===== src/rtl/alu_rs_pkg.sv =====
// Shared types for the Tomasulo-style ALU reservation station: operation
// class, CDB broadcast word, issue word and the per-entry record.
package tomasula_types;

    localparam int RS_DEPTH = 4;
    localparam int TAG_W    = 3;
    localparam int XLEN     = 32;

    typedef enum logic [1:0] {
        ARITH  = 2'd0,
        BRANCH = 2'd1,
        MEMORY = 2'd2,
        SYSTEM = 2'd3
    } op_t;

    typedef struct packed {
        logic             req;
        logic [TAG_W-1:0] tag;
        logic [XLEN-1:0]  data;
    } cdb_data;

    typedef struct packed {
        logic             load;
        op_t              op;
        logic [2:0]       funct3;
        logic             funct7;
        logic [XLEN-1:0]  src1_data;
        logic [XLEN-1:0]  src2_data;
        logic [TAG_W-1:0] tag;
    } alu_word;

    typedef struct packed {
        logic             rdy;
        logic [XLEN-1:0]  val;
        logic [TAG_W-1:0] tag;
    } rs_src_t;

    typedef struct packed {
        logic             busy;
        op_t              op;
        logic [2:0]       funct3;
        logic             funct7;
        rs_src_t          src1;
        rs_src_t          src2;
        logic [TAG_W-1:0] dest_tag;
    } rs_entry_t;

    // A waiting operand picks up the broadcast value when the bus carries
    // its producer's tag; an operand that is already ready is left alone.
    function automatic rs_src_t src_snoop(rs_src_t s, cdb_data c);
        rs_src_t r;
        r = s;
        if (!s.rdy && c.req && (c.tag == s.tag)) begin
            r.rdy = 1'b1;
            r.val = c.data;
        end
        return r;
    endfunction

endpackage


===== src/rtl/alu_rs_prio_enc.sv =====
// Lowest-index set-bit finder; shared by free-slot and ready-entry selection.
module rs_prio_enc #(
    parameter int N     = 4,
    parameter int IDX_W = (N > 1) ? $clog2(N) : 1
) (
    input  logic [N-1:0]     req,
    output logic [IDX_W-1:0] idx,
    output logic             found
);

    // Scan from the top down so the lowest set bit is the last one written.
    always_comb begin
        idx   = '0;
        found = 1'b0;
        for (int i = N - 1; i >= 0; i--) begin
            if (req[i]) begin
                idx   = IDX_W'(i);
                found = 1'b1;
            end
        end
    end

endmodule


===== src/rtl/alu_rs.sv =====
// ALU reservation station: holds dispatched operations until both operands
// are known (directly or via CDB snooping), then issues the lowest-index
// ready entry into a single-stage issue register with valid/ack handshake.
module alu_rs
    import tomasula_types::*;
#(
    parameter int RS_DEPTH = tomasula_types::RS_DEPTH,
    parameter int TAG_W    = tomasula_types::TAG_W
) (
    input  logic                    clk,
    input  logic                    rst,
    input  logic                    flush,
    input  logic                    disp_valid,
    input  op_t                     disp_op,
    input  logic [2:0]              disp_funct3,
    input  logic                    disp_funct7,
    input  logic                    disp_src1_rdy,
    input  logic                    disp_src2_rdy,
    input  logic [31:0]             disp_src1_val,
    input  logic [31:0]             disp_src2_val,
    input  logic [TAG_W-1:0]        disp_src1_tag,
    input  logic [TAG_W-1:0]        disp_src2_tag,
    input  logic [TAG_W-1:0]        disp_dest_tag,
    output logic                    rs_full,
    input  cdb_data                 cdb_in,
    input  logic                    issue_ack,
    output tomasula_types::alu_word alu_word
);

    localparam int SEL_W = (RS_DEPTH > 1) ? $clog2(RS_DEPTH) : 1;

    rs_entry_t               ent_q [RS_DEPTH];
    rs_entry_t               ent_d [RS_DEPTH];
    rs_entry_t               disp_ent;
    tomasula_types::alu_word issue_q;
    tomasula_types::alu_word issue_d;

    logic [RS_DEPTH-1:0] busy_vec;
    logic [RS_DEPTH-1:0] free_vec;
    logic [RS_DEPTH-1:0] ready_vec;
    logic [SEL_W-1:0]    free_idx;
    logic [SEL_W-1:0]    sel_idx;
    logic                free_found;
    logic                sel_found;
    logic                disp_fire;
    logic                load_en;
    logic                issue_fire;

    // Occupancy and eligibility come from registered state only, so a
    // same-cycle wakeup or issue never feeds back into this cycle's choice.
    always_comb begin
        for (int i = 0; i < RS_DEPTH; i++) begin
            busy_vec[i]  = ent_q[i].busy;
            free_vec[i]  = ~ent_q[i].busy;
            ready_vec[i] = ent_q[i].busy & ent_q[i].src1.rdy & ent_q[i].src2.rdy;
        end
    end

    rs_prio_enc #(
        .N     (RS_DEPTH),
        .IDX_W (SEL_W)
    ) u_free_sel (
        .req   (free_vec),
        .idx   (free_idx),
        .found (free_found)
    );

    rs_prio_enc #(
        .N     (RS_DEPTH),
        .IDX_W (SEL_W)
    ) u_ready_sel (
        .req   (ready_vec),
        .idx   (sel_idx),
        .found (sel_found)
    );

    assign rs_full    = &busy_vec;
    assign disp_fire  = disp_valid & ~rs_full & free_found;
    assign load_en    = ~issue_q.load | issue_ack;
    assign issue_fire = load_en & sel_found;
    assign alu_word   = issue_q;

    // Build the incoming entry, snooping the CDB so a producer finishing in
    // the dispatch cycle is not missed.
    always_comb begin
        disp_ent          = '0;
        disp_ent.busy     = 1'b1;
        disp_ent.op       = disp_op;
        disp_ent.funct3   = disp_funct3;
        disp_ent.funct7   = disp_funct7;
        disp_ent.src1.rdy = disp_src1_rdy;
        disp_ent.src1.val = disp_src1_val;
        disp_ent.src1.tag = disp_src1_tag;
        disp_ent.src2.rdy = disp_src2_rdy;
        disp_ent.src2.val = disp_src2_val;
        disp_ent.src2.tag = disp_src2_tag;
        disp_ent.dest_tag = disp_dest_tag;
        disp_ent.src1     = src_snoop(disp_ent.src1, cdb_in);
        disp_ent.src2     = src_snoop(disp_ent.src2, cdb_in);
    end

    // Entry next state: wakeup, issue release, dispatch write; flush wins.
    // The dispatch slot is chosen among entries free before this edge, so a
    // slot vacated by this cycle's issue is never the target.
    always_comb begin
        for (int i = 0; i < RS_DEPTH; i++) begin
            ent_d[i] = ent_q[i];
            if (ent_q[i].busy) begin
                ent_d[i].src1 = src_snoop(ent_q[i].src1, cdb_in);
                ent_d[i].src2 = src_snoop(ent_q[i].src2, cdb_in);
            end
        end
        if (issue_fire) begin
            ent_d[sel_idx].busy = 1'b0;
        end
        if (disp_fire) begin
            ent_d[free_idx] = disp_ent;
        end
        if (flush) begin
            for (int i = 0; i < RS_DEPTH; i++) begin
                ent_d[i].busy = 1'b0;
            end
        end
    end

    // Issue register next state: load the selected entry when the slot is
    // empty or being consumed; with nothing eligible only the valid drops.
    always_comb begin
        issue_d = issue_q;
        if (flush) begin
            issue_d.load = 1'b0;
        end else if (load_en) begin
            if (sel_found) begin
                issue_d.load      = 1'b1;
                issue_d.op        = ent_q[sel_idx].op;
                issue_d.funct3    = ent_q[sel_idx].funct3;
                issue_d.funct7    = ent_q[sel_idx].funct7;
                issue_d.src1_data = ent_q[sel_idx].src1.val;
                issue_d.src2_data = ent_q[sel_idx].src2.val;
                issue_d.tag       = ent_q[sel_idx].dest_tag;
            end else begin
                issue_d.load = 1'b0;
            end
        end
    end

    // State registers; reset discards every entry and empties the issue word.
    always_ff @(posedge clk or negedge rst) begin
        if (!rst) begin
            for (int i = 0; i < RS_DEPTH; i++) begin
                ent_q[i] <= '0;
            end
            issue_q <= '0;
        end else begin
            for (int i = 0; i < RS_DEPTH; i++) begin
                ent_q[i] <= ent_d[i];
            end
            issue_q <= issue_d;
        end
    end

endmodule


===== config.mk =====
export PLATFORM = sky130hd
export DESIGN_NAME = alu_rs
export DESIGN_NICKNAME = d
export VERILOG_FILES = /design/src/rtl/alu_rs_pkg.sv /design/src/rtl/alu_rs_prio_enc.sv /design/src/rtl/alu_rs.sv
export SDC_FILE = /design/constraint.sdc
export NUM_CORES = 1
export LEC_CHECK = 0
export ABC_CLOCK_PERIOD_IN_PS = 3800
export CORE_UTILIZATION = 54
export DETAILED_ROUTE_END_ITERATION = 10
export DONT_BUFFER_PORTS = 1
export GPL_TIMING_DRIVEN = 0
export PLACE_DENSITY_LB_ADDON = 0.15
export SLEW_MARGIN = 30
export SYNTH_ARGS = -nofsm -noshare
export SYNTH_HDL_FRONTEND = slang
export SYNTH_SLANG_ARGS = --single-unit

===== constraint.sdc =====
create_clock -name clk -period 3.8 [get_ports clk]
set_input_delay 0.76 -clock clk [delete_from_list [all_inputs] [get_ports clk]]
set_output_delay 0.76 -clock clk [all_outputs]
set_load 0.005 [all_outputs]

### Word-level counts from Yosys, hierarchy flattened

Index checks and enable logic that the tools add are counted.

* add/subtract/negate cells: 0
* multiply operators: 0
* div/mod/pow operators: 0
* $lt $le $gt $ge: 4
* equality and inequality tests: 10
* shift operators: 0
* muxes and demuxes: 49
* bitwise logic cells: 17
* reduce and logical (&&, ||, !) cells: 35

Operator list (number)
* bitwise mux 328 bit: 2
* 2-to-1 mux 328 bit: 2
* 2-to-1 mux 33 bit: 10
* demux 82 bit (select 2 bit): 2
* 2-to-1 mux 72 bit: 4
* binary-select mux 82 bit (select 2 bit): 1
* 2-to-1 mux 82 bit: 2
* 2-to-1 mux 81 bit: 2
* 2-to-1 mux 74 bit: 1
* 2-to-1 mux 73 bit: 1
* equality test 3 bit: 10
* logical AND 1 bit: 22
* 2-to-1 mux 2 bit: 8
* 2-to-1 mux 1 bit: 14
* bitwise AND 1 bit: 11
* zero test 1 bit: 10
* greater-or-equal comparator 3 bit (second input constant): 2
* < comparator 3 x 1 -> 1 bit (second input constant): 2
* inverter 2 -> 3 bit: 2
* AND reduction 4 bit: 1
* inverter 1 bit: 3
* AND reduction 3 bit: 1
* nonzero test 2 bit: 1
* OR 1 bit: 1

* flip-flop bits (word level): 402
* latch bits: 0
* RAM bits: 0
* ROM bits: 0
* bits of input ports: 122
* output and inout port bits: 75
* logic and storage cells: 166
* memories: 0

### Logic depth before layout (Yosys ltp)

* word-level depth: 16
* mapped depth: 8
* gate-level depth less buffers: 4

### Modules after synthesis

Synthesis repeated with hierarchy kept, for this count alone.

* cells, all modules: 1563
* area total of the unflattened synthesis: 19497.4 um^2

By module, submodules not included
* alu_rs: times used 1, cells an instance 1549, area an instance 19427.4 um^2, seq. area each 10059.6 um^2
* rs_prio_enc: times used 2, cells an instance 7, area an instance 35.0 um^2, seq. area each 0.0 um^2

### Least setup slack after synthesis

No wires, ideal clock.

* path kind: input -> register
* start: input cdb_in[33] in the netlist's numbering
* end: register ent_q[146] in the netlist's numbering
* setup time: 123 ps
* data arrival time: 2196 ps
* required time: 3677 ps
* path slack: 1481 ps
* cell stages on the path: 6
* path buffers: 2
* cell sequence: buf_4 xor2_1 or4_4 a2bb2oi_2 buf_2 o221a_2

RTL lines
* start: declaration: line alu_rs.sv:25 `input cdb_data cdb_in,`
* end signal: indexed assignment: line alu_rs.sv:156 `ent_q[i] <= ent_d[i];`
* end: declaration: line alu_rs.sv:32 `rs_entry_t ent_q [RS_DEPTH];`

### Worst setup path in the final report

* start: register ent_q (netlist bit busy_vec[0])
* end: output rs_full

* cells in the longest elaborated chain, start to end: 1

RTL lines
* AND reduction 4 bit: line alu_rs.sv:77 `assign rs_full = &busy_vec;`
* end: declaration: line alu_rs.sv:24 `output logic rs_full,`

No other way between the ends.

==> flow_metrics.env <==
export IMPL_io_pins=197
export IMPL_ys_warn_count=0
export IMPL_clkTransAtPathRegs_ns=0.06
export IMPL_rows=70
export IMPL_r2r_end="alu_word[18]"
export IMPL_critPathSlowestCell="buf_1"
export IMPL_post_cts_buffers=0
export IMPL_reg2reg_depth=6
export IMPL_syn_area_sq_um=20100
export IMPL_powerDensity_nw_per_um2=605
export IMPL_max_freq_mhz=278
export IMPL_cpLargestDelayFamily="buffers and inverters"
export IMPL_cts_resized=0
export IMPL_ff_latch_area_sq_um=10100
export IMPL_port_buffers=0
export IMPL_synth_xor_area_share_pct=1.42
export IMPL_worstSetupStartpoint="busy_vec[0]"
export IMPL_power_frac_seq_pct=47.6
export IMPL_hold_path_class="primary input to async pin"
export IMPL_critPathMaxStageDelay_ns=0.75
export IMPL_post_drt_wl_per_cell_microns=33.0
export IMPL_synth_fa_ha_area_share_pct=0
export IMPL_setup_viol=0
export IMPL_numCtsBuffers=45
export IMPL_critical_path_depth=5
export IMPL_drive_above_1_share_pct=12.1
export IMPL_power_frac_clock_pct=32.1
export IMPL_grt_pass1_wl_microns=125000
export IMPL_slew_viol_final=181
export IMPL_grt_use_total_pct=45.0
export IMPL_tightest_slew_ns=1.65
export IMPL_syn_inst=2053
export IMPL_dieArea_sq_um=38000
export IMPL_place_gp_congestion=0.977
export IMPL_clock_root_buffer="clkbuf_16"
export IMPL_r2r_start="ent_q[320]"
export IMPL_fin_nets=2223
export IMPL_p_sw_share_pct=31.0
export IMPL_multi_input_area_sq_um=9070
export IMPL_synthSimpleGateAreaFrac_pct=16.4
export IMPL_path_buf_inv=3
export IMPL_start_kind="flop"
export IMPL_min_period_over_period_pct=94.5
export IMPL_antenna_found_initial=3
export IMPL_peakVddDrop_mv=0.383
export IMPL_synth_top_family_by_area="compound AO/OA/AOI/OAI gates"
export IMPL_fillers=3126
export IMPL_clk_latency_ns=0.59
export IMPL_muxShareOfSynthArea_pct=0.840
export IMPL_rsz0062_at_grt="false"
export IMPL_async_reset_ff_share_pct=100
export IMPL_hold_violations=57
export IMPL_synth_avg_cell_area_sq_um=9.80
export IMPL_p_int_w=0.00926
export IMPL_synthFlopType="dfrtp_1"
export IMPL_path_cells="clkbuf_1 -> clkbuf_1 -> buf_1 -> nand2_1 -> nor2_1"
export IMPL_relSlewSlack_pct=-9.85
export IMPL_syn_to_final_growth_pct=10.2
export IMPL_p_switching_w=0.00416
export IMPL_p_total_w=0.0134
export IMPL_p_leak_nw=9.03
export IMPL_hold_worst_slack_ns=-0.135
export IMPL_start_util_pct=54.9
export IMPL_cts_sinks=402
export IMPL_grt_pass1_vias=19100
export IMPL_overflow=0
export IMPL_synth_edff_count=0
export IMPL_drtAntennaViolNets=0
export IMPL_synth_compound_area_share_pct=26.1
export IMPL_drtIter0Drc=2746
export IMPL_run_status="complete, but fails checks"
export IMPL_seq_area_frac_synth_pct=50.0
export IMPL_p_comb_share_pct=20.3
export IMPL_fin_crit_ns=3.59
export IMPL_die_w_microns=195
export IMPL_worstSetupPathType="flop to output port"
export IMPL_vias=19300
export IMPL_critPathCapture="rs_full"
export IMPL_synth_seq_cells=402
export IMPL_grt_max_degree=403
export IMPL_viasPerCell=7.43
export IMPL_fp_coreArea_sq_um=36600
export IMPL_finalSetupTns_ns=0
export IMPL_drcViolationCount=1
export IMPL_failed_checks="design-rule violations, negative hold slack, max-slew violations"
export IMPL_synthDistinctLibCells=49
export IMPL_syn_nets=2175
export IMPL_cap_violations=0
export IMPL_dr_pass1_iters=11
export IMPL_clockBufferDepth=3
export IMPL_finClkSkew_ns=0.0118
export IMPL_reg2reg_setup_slack_ns=0.41
export IMPL_die_h_microns=195
export IMPL_required_ns=3.04
export IMPL_cts_tree="built"
export IMPL_htree_levels=2
export IMPL_cp_max_fo=10
export IMPL_finalInstanceArea_sq_um=22200
export IMPL_dpl_hpwl_microns=56100
export IMPL_crit_arrival_ns=2.83
export IMPL_end_kind="output port"
export IMPL_wl_microns=85700
export IMPL_place_area_sq_um=20700
export IMPL_crit_top_cell="clkbuf_1"
-- cell families (layout without fill, tap and decap cells) --
kind of cell	count (synthesis)	in the layout
AOI/OAI and AO/OA	710	710
and+or+nand+nor	641	641
DFF	402	402
buffers and inverters	255	328
xor gates and xnor gates	30	30
muxes	15	15
other	0	4
-- worst register-to-register path, cell delays in order, from the launching register on --
cell and delay (ns):
dfrtp_1 0.32, clkbuf_1 0.63, nand3_1 0.44, nand2_1 0.60, clkbuf_1 0.81, a21oi_1 0.15, o31a_1 0.33
-- state kept, by name, summed over array words and instances, names as in the netlist --
name,cells
ent_q,324
alu_word,74
busy_vec,4
-- Yosys cell counts, types with 59 or more instances --
cell,number,area share [%]
nand4_1,106,3.3
a21oi_1,231,5.7
a21o_1,76,2.8
buf_2,59,1.5
o221a_2,90,5.0
o22ai_1,64,2.0
dfrtp_1,402,50
nand3_1,179,4.5
o32ai_1,64,2.8
clkbuf_1,133,2.5
or3_1,65,2.0
nand2_1,215,4.0
-- worst min path at each step --
stage | start | endpoint | cells past startpoint
after floorplan | ent_q[0] | ent_q[0] | 2
after global placement | ent_q[159] | ent_q[159] | 2
after detailed placement | ent_q[326] | ent_q[326] | 2
after CTS | rst | alu_word[58] | 0
after global routing | rst | alu_word[58] | 0
final | rst | alu_word[58] | 0
-- layout by cell type (no fill, tap or decap), types with 26 or more instances in the layout --
cell / n
dfrtp_1: 402
a21oi_1: 231
nand2_1: 215
nand3_1: 179
clkbuf_1: 138
nand4_1: 106
o221a_2: 90
a21o_1: 76
or3_1: 65
o22ai_1: 64
o32ai_1: 64
buf_2: 59
o31a_1: 51
clkbuf_16: 45
nand2b_1: 35
inv_1: 34
o32a_1: 33
o21a_1: 32
xor2_1: 27
buf_1: 26
-- power by group through the flow --
stage	clock network [W]	logic, W	registers [W]
after floorplan	0	0.00205	0.00605
after global placement	0	0.00251	0.00636
after detailed placement	0	0.00262	0.00640
after CTS	0.00430	0.00264	0.00633
after global routing	0.00448	0.00291	0.00648
final	0.00431	0.00272	0.00638
-- metrics by stage --
step / worst slack [ns] / std cells / util, %
6_report: 0.208 / 2598 / 60.6
3_3_place_gp: 0.304 / 2521 / 56.5
4_1_cts: 0.352 / 2593 / 60.5
3_5_place_dp: 0.577 / 2521 / 56.7
2_1_floorplan: 1.48 / 2053 / -
5_1_grt: 0.201 / 2594 / 60.5
-- routing by layer --
layer,part of all wire [%],vias up,global-route usage (%)
met1,36,9488,56.5
li1,-,7881,-
met3,15,372,20.1
met2,42,1567,64.5
met5,0.097,-,0
met4,6.3,6,25.1
-- final cells by class --
class                   count  share of cell area (%)
multi-input cells        1396                    40.9
inverters                  34                   0.576
flip-flops and latches    402                    45.4
repair buffers              1                  0.0339
diodes                      4                  0.0451
plain buffers             221                    4.17
clock inverters             7                   0.401
well taps                 468                    2.64
clock buffers              65                    5.87
(Power assumes the default switching activity.)
